[src/rtl/cgra_cfg_pkg.sv]
// Shared types and defaults for the CGRA configuration sequencer.
package cgra_cfg_pkg;

    localparam int DEF_ADDR_W     = 32;
    localparam int DEF_DATA_W     = 32;
    localparam int DEF_RUN_W      = 32;
    localparam int DEF_RST_CYCLES = 4;
    localparam int DEF_GAP_CYCLES = 0;
    localparam int WCOUNT_W       = 16;
    localparam int CRST_CNT_W     = 16;
    localparam int GAP_CNT_W      = 4;

    // Idle value of the CGRA config bus; never a legal write address.
    localparam int unsigned CFG_IDLE_ADDR = 0;

    typedef enum logic [2:0] {
        ST_IDLE,
        ST_CRST,
        ST_CONFIG,
        ST_GAP,
        ST_RUN,
        ST_DONE
    } seq_state_t;

endpackage

[src/rtl/cgra_cfg_down_counter.sv]
// Loadable down counter with zero flag, used for the reset, gap and run phases.
module cgra_cfg_down_counter #(
    parameter int W = 8
) (
    input  logic         i_clk,
    input  logic         i_rst_n,
    input  logic         i_load,
    input  logic [W-1:0] i_load_val,
    input  logic         i_dec,
    output logic         o_zero
);

    logic [W-1:0] r_count;

    // Load has priority over decrement; decrement holds at zero.
    always_ff @(posedge i_clk or negedge i_rst_n) begin
        if (!i_rst_n) begin
            r_count <= '0;
        end else if (i_load) begin
            r_count <= i_load_val;
        end else if (i_dec && (r_count != '0)) begin
            r_count <= r_count - 1'b1;
        end
    end

    assign o_zero = (r_count == '0);

endmodule

[src/rtl/cgra_config_sequencer.sv]
// CGRA bring-up sequencer: reset pulse, config write burst, run window, done.
module cgra_config_sequencer
    import cgra_cfg_pkg::*;
#(
    parameter int ADDR_W     = DEF_ADDR_W,
    parameter int DATA_W     = DEF_DATA_W,
    parameter int RST_CYCLES = DEF_RST_CYCLES,
    parameter int GAP_CYCLES = DEF_GAP_CYCLES,
    parameter int RUN_W      = DEF_RUN_W
) (
    input  logic              clk_in,
    input  logic              reset_n_in,
    input  logic              start_in,
    input  logic [RUN_W-1:0]  run_cycles_in,
    input  logic              cfg_valid_in,
    output logic              cfg_ready_out,
    input  logic [ADDR_W-1:0] cfg_addr_in,
    input  logic [DATA_W-1:0] cfg_data_in,
    input  logic              cfg_last_in,
    output logic              cgra_reset_out,
    output logic [ADDR_W-1:0] config_addr_out,
    output logic [DATA_W-1:0] config_data_out,
    output logic              run_en_out,
    output logic              busy_out,
    output logic              done_out,
    output logic              err_out,
    output logic [15:0]       word_count_out
);

    seq_state_t            r_state;
    seq_state_t            w_next;
    logic [RUN_W-1:0]      r_run_cycles;
    logic [ADDR_W-1:0]     r_cfg_addr;
    logic [DATA_W-1:0]     r_cfg_data;
    logic                  r_cgra_reset;
    logic                  r_run_en;
    logic                  r_err;
    logic [WCOUNT_W-1:0]   r_word_count;

    logic w_start_ok;
    logic w_hs;
    logic w_addr_ok;
    logic w_crst_load, w_gap_load, w_run_load;
    logic w_crst_zero, w_gap_zero, w_run_zero;

    assign w_start_ok = start_in && ((r_state == ST_IDLE) || (r_state == ST_DONE));
    assign w_hs       = cfg_valid_in && (r_state == ST_CONFIG);
    assign w_addr_ok  = (cfg_addr_in != ADDR_W'(CFG_IDLE_ADDR));

    cgra_cfg_down_counter #(.W(CRST_CNT_W)) u_crst_cnt (
        .i_clk      (clk_in),
        .i_rst_n    (reset_n_in),
        .i_load     (w_crst_load),
        .i_load_val (CRST_CNT_W'(RST_CYCLES - 1)),
        .i_dec      (r_state == ST_CRST),
        .o_zero     (w_crst_zero)
    );

    cgra_cfg_down_counter #(.W(GAP_CNT_W)) u_gap_cnt (
        .i_clk      (clk_in),
        .i_rst_n    (reset_n_in),
        .i_load     (w_gap_load),
        .i_load_val (GAP_CNT_W'(GAP_CYCLES - 1)),
        .i_dec      (r_state == ST_GAP),
        .o_zero     (w_gap_zero)
    );

    // Loaded with the full run length: the first RUN cycle carries the last
    // write on the bus, and run_en_out (registered) rises one cycle later.
    cgra_cfg_down_counter #(.W(RUN_W)) u_run_cnt (
        .i_clk      (clk_in),
        .i_rst_n    (reset_n_in),
        .i_load     (w_run_load),
        .i_load_val (r_run_cycles),
        .i_dec      (r_state == ST_RUN),
        .o_zero     (w_run_zero)
    );

    // State register.
    always_ff @(posedge clk_in or negedge reset_n_in) begin
        if (!reset_n_in) begin
            r_state <= ST_IDLE;
        end else begin
            r_state <= w_next;
        end
    end

    // Next-state logic and phase counter loads.
    always_comb begin
        w_next      = r_state;
        w_crst_load = 1'b0;
        w_gap_load  = 1'b0;
        w_run_load  = 1'b0;
        unique case (r_state)
            ST_IDLE, ST_DONE: begin
                if (w_start_ok) begin
                    w_next      = ST_CRST;
                    w_crst_load = 1'b1;
                end
            end
            ST_CRST: begin
                if (w_crst_zero) w_next = ST_CONFIG;
            end
            ST_CONFIG: begin
                if (w_hs) begin
                    if (cfg_last_in) begin
                        w_next     = ST_RUN;
                        w_run_load = 1'b1;
                    end else if (GAP_CYCLES > 0) begin
                        w_next     = ST_GAP;
                        w_gap_load = 1'b1;
                    end
                end
            end
            ST_GAP: begin
                if (w_gap_zero) w_next = ST_CONFIG;
            end
            ST_RUN: begin
                if (w_run_zero) w_next = ST_DONE;
            end
            default: w_next = ST_IDLE;
        endcase
    end

    // Run length latch, sticky zero-address error and saturating write count.
    always_ff @(posedge clk_in or negedge reset_n_in) begin
        if (!reset_n_in) begin
            r_run_cycles <= '0;
            r_err        <= 1'b0;
            r_word_count <= '0;
        end else if (w_start_ok) begin
            r_run_cycles <= run_cycles_in;
            r_err        <= 1'b0;
            r_word_count <= '0;
        end else if (w_hs) begin
            if (!w_addr_ok) begin
                r_err <= 1'b1;
            end else if (r_word_count != '1) begin
                r_word_count <= r_word_count + 1'b1;
            end
        end
    end

    // Registered signals into the CGRA so they are glitch-free.
    always_ff @(posedge clk_in or negedge reset_n_in) begin
        if (!reset_n_in) begin
            r_cfg_addr   <= '0;
            r_cfg_data   <= '0;
            r_cgra_reset <= 1'b0;
            r_run_en     <= 1'b0;
        end else begin
            r_cfg_addr   <= (w_hs && w_addr_ok) ? cfg_addr_in : '0;
            r_cfg_data   <= (w_hs && w_addr_ok) ? cfg_data_in : '0;
            r_cgra_reset <= (w_next == ST_CRST);
            r_run_en     <= (r_state == ST_RUN) && !w_run_zero;
        end
    end

    assign cfg_ready_out   = (r_state == ST_CONFIG);
    assign busy_out        = (r_state != ST_IDLE) && (r_state != ST_DONE);
    assign done_out        = (r_state == ST_DONE);
    assign cgra_reset_out  = r_cgra_reset;
    assign config_addr_out = r_cfg_addr;
    assign config_data_out = r_cfg_data;
    assign run_en_out      = r_run_en;
    assign err_out         = r_err;
    assign word_count_out  = r_word_count;

endmodule

[config.mk]
export PLATFORM = sky130hd
export DESIGN_NAME = cgra_config_sequencer
export DESIGN_NICKNAME = d
export VERILOG_FILES = /design/src/rtl/cgra_cfg_pkg.sv /design/src/rtl/cgra_cfg_down_counter.sv /design/src/rtl/cgra_config_sequencer.sv
export SDC_FILE = /design/constraint.sdc
export NUM_CORES = 1
export LEC_CHECK = 0
export ABC_AREA = 1
export CAP_MARGIN = 15
export CORE_MARGIN = 2
export CORE_UTILIZATION = 52
export DETAILED_ROUTE_END_ITERATION = 10
export HOLD_SLACK_MARGIN = 0.05
export MAX_ROUTING_LAYER = met4
export PLACE_DENSITY = 0.85
export RECOVER_POWER = 25
export SLEW_MARGIN = 20
export SYNTH_ARGS = -nofsm -noshare
export SYNTH_HDL_FRONTEND = slang
export SYNTH_HIERARCHICAL = 1
export SYNTH_SLANG_ARGS = --single-unit
[constraint.sdc]
create_clock -name clk_in -period 2.7 [get_ports clk_in]
set_clock_uncertainty 0.2 [all_clocks]
set_input_delay 0.405 -clock clk_in [delete_from_list [all_inputs] [get_ports clk_in]]
set_output_delay 0.405 -clock clk_in [all_outputs]
set_load 0.1 [all_outputs]
==> impl_metrics.prom <==
# TYPE chip_impl_metric gauge
chip_impl_metric{name="layout.filler_cells",unit=""} 1392
chip_impl_metric{name="core_region_area",unit="sq mm"} 0.0172
chip_impl_metric{name="worst-endpoint-arrival",unit="ps"} 2510
chip_impl_metric{name="timing.critical_path.slowest_cell_delay",unit="ps"} 380
chip_impl_metric{name="drt-total-wl",unit="mm"} 23.7
chip_impl_metric{name="worst-r2r-cell-count",unit=""} 9
chip_impl_metric{name="stdcell_area",unit="sq mm"} 0.0117
chip_impl_metric{name="gpl.final_weighted_congestion",unit=""} 0.977
chip_impl_metric{name="resized_gates_after_cts",unit=""} 0
chip_impl_metric{name="maxCapViolCount",unit=""} 0
chip_impl_metric{name="slew-limit-headroom",unit=""} 0.0666
chip_impl_metric{name="first_global_vias",unit=""} 8387
chip_impl_metric{name="grt_overflow",unit=""} 0
chip_impl_info{name="critical_path.slowest_cell",value="dfrtp_1"} 1
chip_impl_metric{name="pre_repair_dr_iteration_count",unit=""} 7
chip_impl_metric{name="hold_violations",unit=""} 0
chip_impl_info{name="worst_hold_path_type",value="input port to flop"} 1
chip_impl_metric{name="die_width",unit="microns"} 137
chip_impl_metric{name="met2_track_usage_gr",unit=""} 0.453
chip_impl_metric{name="clk-insertion-delay-late",unit="ps"} 430
chip_impl_metric{name="synthDistinctLibCells",unit=""} 43
chip_impl_metric{name="drt-initial-drc-count",unit=""} 696
chip_impl_metric{name="detailed_place.area",unit="sq mm"} 0.0111
chip_impl_metric{name="antennaDiodeCount",unit=""} 0
chip_impl_metric{name="setup_violations",unit=""} 0
chip_impl_metric{name="netlist.area_leader.share",unit=""} 0.466
chip_impl_metric{name="grt_antenna_before_repair",unit=""} 0
chip_impl_info{name="crit_chain",value="inv_1 > ha_1 > nand2_4 > nor2_8 > nand2_4 > o21ai_4 > nand2_4 > nand2_1 > o21ai_2"} 1
chip_impl_metric{name="finalSetupTns",unit="ps"} 0
chip_impl_metric{name="numClockSinks",unit=""} 170
chip_impl_metric{name="placement.io_buffers",unit=""} 186
chip_impl_info{name="endpoint_kind",value="flop"} 1
chip_impl_metric{name="floorplan.die_area",unit="sq mm"} 0.0186
chip_impl_metric{name="start_util",unit=""} 0.530
chip_impl_metric{name="vias_after_detailed_routing",unit=""} 8595
chip_impl_info{name="post_synth_most_frequent_cells",value="428 x nand2_1, 203 x nor2_1, 170 x dfrtp_1"} 1
chip_impl_metric{name="part_of_the_yosys_area_used_for_sequential_elements",unit=""} 0.466
chip_impl_info{name="dominantRegCellSynth",value="dfrtp_1"} 1
chip_impl_metric{name="timing_max_transition_violations_final",unit=""} 0
chip_impl_metric{name="global_route.usage.met3",unit=""} 0.0752
chip_impl_metric{name="detail_route.drc_violations",unit=""} 0
chip_impl_metric{name="areaGrowthSynthToFinish",unit="%"} 28.5
chip_impl_info{name="crit_path_frequent_cell",value="nand2_4"} 1
chip_impl_metric{name="max_freq",unit="GHz"} 0.416
chip_impl_metric{name="drive_above_1_share",unit=""} 0.151
chip_impl_info{name="cts_tree",value="done"} 1
chip_impl_metric{name="drt-wirelength-per-cell",unit="microns"} 13.9
chip_impl_info{name="outcome",value="completed"} 1
chip_impl_metric{name="grt_max_degree",unit=""} 63
chip_impl_info{name="cts_root_buffer",value="clkbuf_16"} 1
chip_impl_metric{name="async_flop_share",unit=""} 1.00
chip_impl_info{name="grt_setup_unrepaired",value="no"} 1
chip_impl_info{name="timing.critical_path.from_type",value="flop"} 1
chip_impl_info{name="globalRoute.busiestLayer",value="met2"} 1
chip_impl_metric{name="max-vdd-ir-drop",unit="uV"} 885
chip_impl_metric{name="mappedNetlistArea",unit="sq mm"} 0.00914
chip_impl_metric{name="min_period",unit="ps"} 2400
chip_impl_metric{name="timing.hold.worst_path_depth",unit=""} 3
chip_impl_metric{name="hpwl_after_detailed_placement",unit="mm"} 17.7
chip_impl_metric{name="count_of_pins_on_the_block_boundary",unit=""} 187
chip_impl_metric{name="postRouteAntennaNets",unit=""} 0
chip_impl_metric{name="critical_path.max_fanout",unit=""} 27
chip_impl_metric{name="cts_setup_buffers",unit=""} 0
chip_impl_metric{name="synthesis.instances",unit=""} 1246
chip_impl_metric{name="groute.usage.overall",unit=""} 0.275
chip_impl_metric{name="hold_buffers",unit=""} 1
chip_impl_metric{name="die_height",unit="microns"} 137
chip_impl_metric{name="grt_first_pass_wirelength",unit="mm"} 39.3
chip_impl_metric{name="synth-warning-count",unit=""} 6
chip_impl_metric{name="max-clock-path-buffers",unit=""} 2
chip_impl_info{name="yosys.cell_count.top_type",value="nand2_1"} 1
chip_impl_metric{name="placementRows",unit=""} 48
chip_impl_info{name="path_class",value="flop to flop"} 1
chip_impl_info{name="netlist_top_cells_area",value="dfrtp_1 47%, nand2_1 18%, nor2_1 8.3%, inv_1 5.8%, nand3_1 5.5%"} 1
chip_impl_metric{name="final_nets",unit=""} 1567
chip_impl_metric{name="critPathRequiredTime",unit="ps"} 2810
chip_impl_metric{name="power.static_leakage",unit="nW"} 6.33
chip_impl_metric{name="synth-seq-cells",unit=""} 170
chip_impl_metric{name="viasPerCell",unit=""} 5.06
chip_impl_metric{name="powerDensity",unit="mW/mm^2"} 756
chip_impl_metric{name="path_clk_slew",unit="ps"} 80
chip_impl_metric{name="grt_util_met1",unit=""} 0.312
chip_impl_metric{name="timing_worst_slew_pin_value",unit="ps"} 1400
chip_impl_info{name="yosysTopAreaCell",value="dfrtp_1"} 1
chip_impl_metric{name="h-tree-depth",unit=""} 4
chip_impl_metric{name="synth-edff-count",unit=""} 0
chip_impl_metric{name="min_period_over_period",unit=""} 0.890
chip_impl_metric{name="cts_buffers",unit=""} 17
chip_impl_metric{name="synth.avg_cell_area",unit="sq um"} 7.33
-- worst max-delay path: cells and delay by family (launching register included) --
kind	cells	cell delay (ps)
compound gates	2	350
fa+ha+maj	1	330
buf+inv	1	140
flops	1	380
simple gates	5	840
-- cell families after synthesis --
family	count (synthesis)	synth area share
buffers and inverters	182	0.0819
AND/OR/NAND/NOR	824	0.394
other	2	0.000822
AO/OA/AOI/OAI	52	0.0403
adder cells (fa/ha/maj)	4	0.00548
flip-flops	170	0.466
XOR/XNOR	12	0.0115
-- worst paths after layout --
| kind | start | to | slack (ps) |
|---|---|---|---|
| max | u_run_cnt/r_count[0]$_DFFE_PN0P_ | u_run_cnt/r_count[15]$_DFFE_PN0P_ | 300 |
| min | cfg_data_in[12] | config_data_out[12]$_DFF_PN0_ | 280 |
| max reg2reg | u_run_cnt/r_count[0]$_DFFE_PN0P_ | u_run_cnt/r_count[15]$_DFFE_PN0P_ | 300 |
| min reg2reg | r_run_cycles[16]$_DFFE_PN0P_ | r_run_cycles[16]$_DFFE_PN0P_ | 280 |
| max in group asynchronous | reset_n_in | u_run_cnt/r_count[24]$_DFFE_PN0P_ | 500 |
| min in group asynchronous | reset_n_in | r_run_cycles[10]$_DFFE_PN0P_ | 620 |
-- through the flow --
stage	util	hold WS, ps	total power [mW]	cells	setup WS, ps
global route	0.681	274	9.38	1700	120
detailed placement	0.646	195	6.47	1667	246
CTS	0.682	266	8.91	1700	316
global placement	0.646	195	6.37	1667	287
finish	0.681	280	8.88	1700	298
floorplan	-	-90.6	5.67	1272	243
-- final cells by class --
type / instances / area [sq um] / area share
Sequential cell: 170 / 4250 / 0.362
Multi-Input combinational cell: 920 / 4240 / 0.361
Timing Repair Buffer: 203 / 1810 / 0.154
Inverter: 150 / 563 / 0.0480
Clock buffer: 17 / 425 / 0.0362
Tap cell: 225 / 282 / 0.0240
Clock inverter: 15 / 174 / 0.0148
-- layout by cell type (no fill, tap or decap), drive strengths merged, types with 5 or more instances in the layout --
| cell | count |
|---|---|
| nand2 | 450 |
| dfrtp | 170 |
| o21bai | 5 |
| nor3 | 5 |
| clkdlybuf4s50 | 99 |
| a21oi | 10 |
| buf | 101 |
| nor2 | 224 |
| nand4 | 21 |
| inv | 156 |
| o21ai | 33 |
| or2 | 9 |
| xor2 | 7 |
| clkbuf | 19 |
| xnor2 | 5 |
| nand3 | 107 |
| conb | 28 |
| clkinv | 9 |
-- power by group --
group	internal, mW	switching, mW
registers	3.02	0.481
clock network	1.25	1.18
logic	0.918	2.03
-- sequential cells by signal, summed over array words and instances, names as in the netlist --
signal and cells:
err_out 1, u_crst_cnt/r_count 16, config_addr_out 32, r_run_cycles 32, run_en_out 1, cgra_reset_out 1, config_data_out 32, word_count_out 16
u_gap_cnt/r_count 4, u_run_cnt/r_count 32, r_state 3
-- layer usage --
| metal | vias up | wire (microns) |
|---|---|---|
| li1 | 4237 | - |
| met3 | 58 | 1590 |
| met5 | - | 0 |
| met4 | 0 | 998 |
| met1 | 3995 | 9320 |
| met2 | 305 | 11800 |
(Power assumes the default switching activity.)
==> edit (same flow settings) <==
The package constant `DEF_ADDR_W` goes from 32 to 36.
--- a/src/rtl/cgra_cfg_pkg.sv
+++ b/src/rtl/cgra_cfg_pkg.sv
@@ -1,7 +1,7 @@
 // Shared types and defaults for the CGRA configuration sequencer.
 package cgra_cfg_pkg;
 
-    localparam int DEF_ADDR_W     = 32;
+    localparam int DEF_ADDR_W     = 36;
     localparam int DEF_DATA_W     = 32;
     localparam int DEF_RUN_W      = 32;
     localparam int DEF_RST_CYCLES = 4;
Ports: changed (resized cfg_addr_in and config_addr_out); port bits go from 187 to 195. No check against the original RTL was run, so the function may have changed too.
==> edit against the original RTL <==
Sequential cell count increased by 4; total power decreased by 12%; setup slack improved by 0.011 ns; critical path depth unchanged; global-route usage increased by 0.43 points; design area increased by 1.9%; utilization increased by 0.80 points; synthesized area increased by 1.2%; via count decreased by 1.3%; wire length increased by 2.6%; largest cell class unchanged; highest routed layer unchanged.
==> edit: results (changes against the original RTL) <==
| Metric | Value |
|---|---|
| Post-synthesis sequential area ratio | `0.471 (was 0.466)` |
| Slowest CP cell | `nor3_2 (was dfrtp_1)` |
| Complex-gate fraction of the synthesized area | `0.0401 (was 0.0403)` |
| Worst hold start | `cfg_data_in[10] (was cfg_data_in[12])` |
| Cells on Worst Hold Path | `3 (unchanged)` |
| Inst Count DP | `1662 (was 1667)` |
| RR Endpoint | `u_run_cnt/r_count[20] (was u_run_cnt/r_count[15])` |
| First-pass iteration count of the detailed router | `5 (was 7)` |
| Initial antenna violation count | `1 (was 0)` |
| Min Hold Slack | `0.277 ns (was 0.280 ns)` |
| Distinct cell type count after synthesis | `46 (was 43)` |
| Drt initial violations | `624 (was 696)` |
| Nets | `1566 (was 1567)` |
| DR vias/cell | `5.00 (was 5.06)` |
| DR vias | `8486 (was 8595)` |
| Delay of the slowest critical-path stage | `0.72 ns (was 0.38 ns)` |
| HPWL Detailed | `18.2 mm (was 17.7 mm)` |
| Status | `completed (unchanged)` |
| Post-synthesis xor/xnor area fraction | `0.0161 (was 0.0115)` |
| Adder-cell share of the synthesized area | `0.00541 (was 0.00548)` |
| RePlAce Congestion | `0.929 (was 0.977)` |
| Top cells by count, synth | `nand2_1, dfrtp_1, nor2_1 (was nand2_1, nor2_1, dfrtp_1)` |
| Synth top area cells | `dfrtp_1, nand2_1, nor2_1 (unchanged)` |
| PortBufs | `194 (was 186)` |
| Pleak | `6.49 nW (was 6.33 nW)` |
| First-pass GRT wire length | `40.0 mm (was 39.3 mm)` |
| GRT Resource Usage Total | `0.279 (was 0.275)` |
| Total wire length | `24.3 mm (was 23.7 mm)` |
| Worst vdd ir | `0.444 mV (was 0.885 mV)` |
| Worst-path fanout max | `13 (was 27)` |
| Largest register FFs | `36` |
| Largest net degree at the start of global routing | `55 (was 63)` |
| CP Data Arrival Time | `2.55 ns (was 2.51 ns)` |
| Sw Pwr | `0.00271 W (was 0.00369 W)` |
| Min-Delay Endpoint | `config_data_out[10] (was config_data_out[12])` |
| Layout cells sized above 1 | `0.169 (was 0.151)` |
[edit: cell count changes in the layout (fill, tap and decap cells not counted), sizes merged, moves of 2 or more]
cell and change:
nand4 -5, xor2 +6, o21ai +2, dfrtp +4, bufinv +2, o21bai -3
clkdlybuf4s50 +4, inv +10, nand3 +19, clkinv -3, nand2 -36, nor2 -12
buf +6
[edit: layout make-up]
cell class                      instances  area [um2]
Multi-Input combinational cell        891        4190
Fill cell                            1375        5390
Tap cell                              225         282
Inverter                              159         597
Clock buffer                           17         425
Sequential cell                       174        4350
Timing Repair Buffer                  214        1910
Clock inverter                         15         209
Antenna cell                            1        2.50
[edit: logic make-up after synthesis]
| logic type | after synthesis |
|---|---|
| XOR/XNOR | 17 |
| AO/OA/AOI/OAI | 54 |
| flip-flops | 174 |
| adder cells (fa/ha/maj) | 4 |
| other | 2 |
| AND/OR/NAND/NOR | 788 |
| buffers and inverters | 194 |
[edit: routing by layer]
| layer | GRT usage | vias to the layer above | routed length [um] |
|---|---|---|---|
| li1 | - | 4225 | - |
| met5 | - | - | 0 |
| met2 | 0.485 | 264 | 12600 |
| met4 | 0.103 | 0 | 659 |
| met3 | 0.0762 | 55 | 1510 |
| met1 | 0.307 | 3942 | 9530 |
[edit: power by group through the flow]
stage / sequential, W / clock (W) / combinational (W)
2_1_floorplan: 0.00341 / 0 / 0.00128
3_3_place_gp: 0.00334 / 0 / 0.00184
3_5_place_dp: 0.00335 / 0 / 0.00191
4_1_cts: 0.00331 / 0.00266 / 0.00192
5_1_grt: 0.00337 / 0.00277 / 0.00216
6_report: 0.00332 / 0.00261 / 0.00190
[edit: worst min-delay path, stage by stage]
cell and delay (ns):
clkdlybuf4s50_1 0.39, inv_1 0.05, nor2_1 0.04
[edit: metrics by stage]
stage / total power (W) / setup slack [ns] / area (um2)
after floorplan: 0.00468 / 0.229 / 9340
after global placement: 0.00518 / 0.326 / 11300
after detailed placement: 0.00526 / 0.290 / 11300
after CTS: 0.00790 / 0.366 / 12000
after global routing: 0.00830 / 0.114 / 12000
final: 0.00782 / 0.309 / 12000
[edit: repair_timing]
action	4_1_cts	5_1_grt
hold buffers	1	0
setup buffers	0	0
resized for setup	0	0
hold endpoints to repair	46	0
[edit: how the worst max path moves through the flow]
stage | from | end | depth (start not counted)
after floorplan | word_count_out[0] | word_count_out[7] | 8
after global placement | cfg_valid_in | u_run_cnt/r_count[24] | 8
after detailed placement | cfg_valid_in | u_run_cnt/r_count[20] | 8
after CTS | u_run_cnt/r_count[0] | u_run_cnt/r_count[20] | 9
after global routing | u_crst_cnt/r_count[0] | cgra_reset_out | 13
final | u_run_cnt/r_count[0] | u_run_cnt/r_count[20] | 9
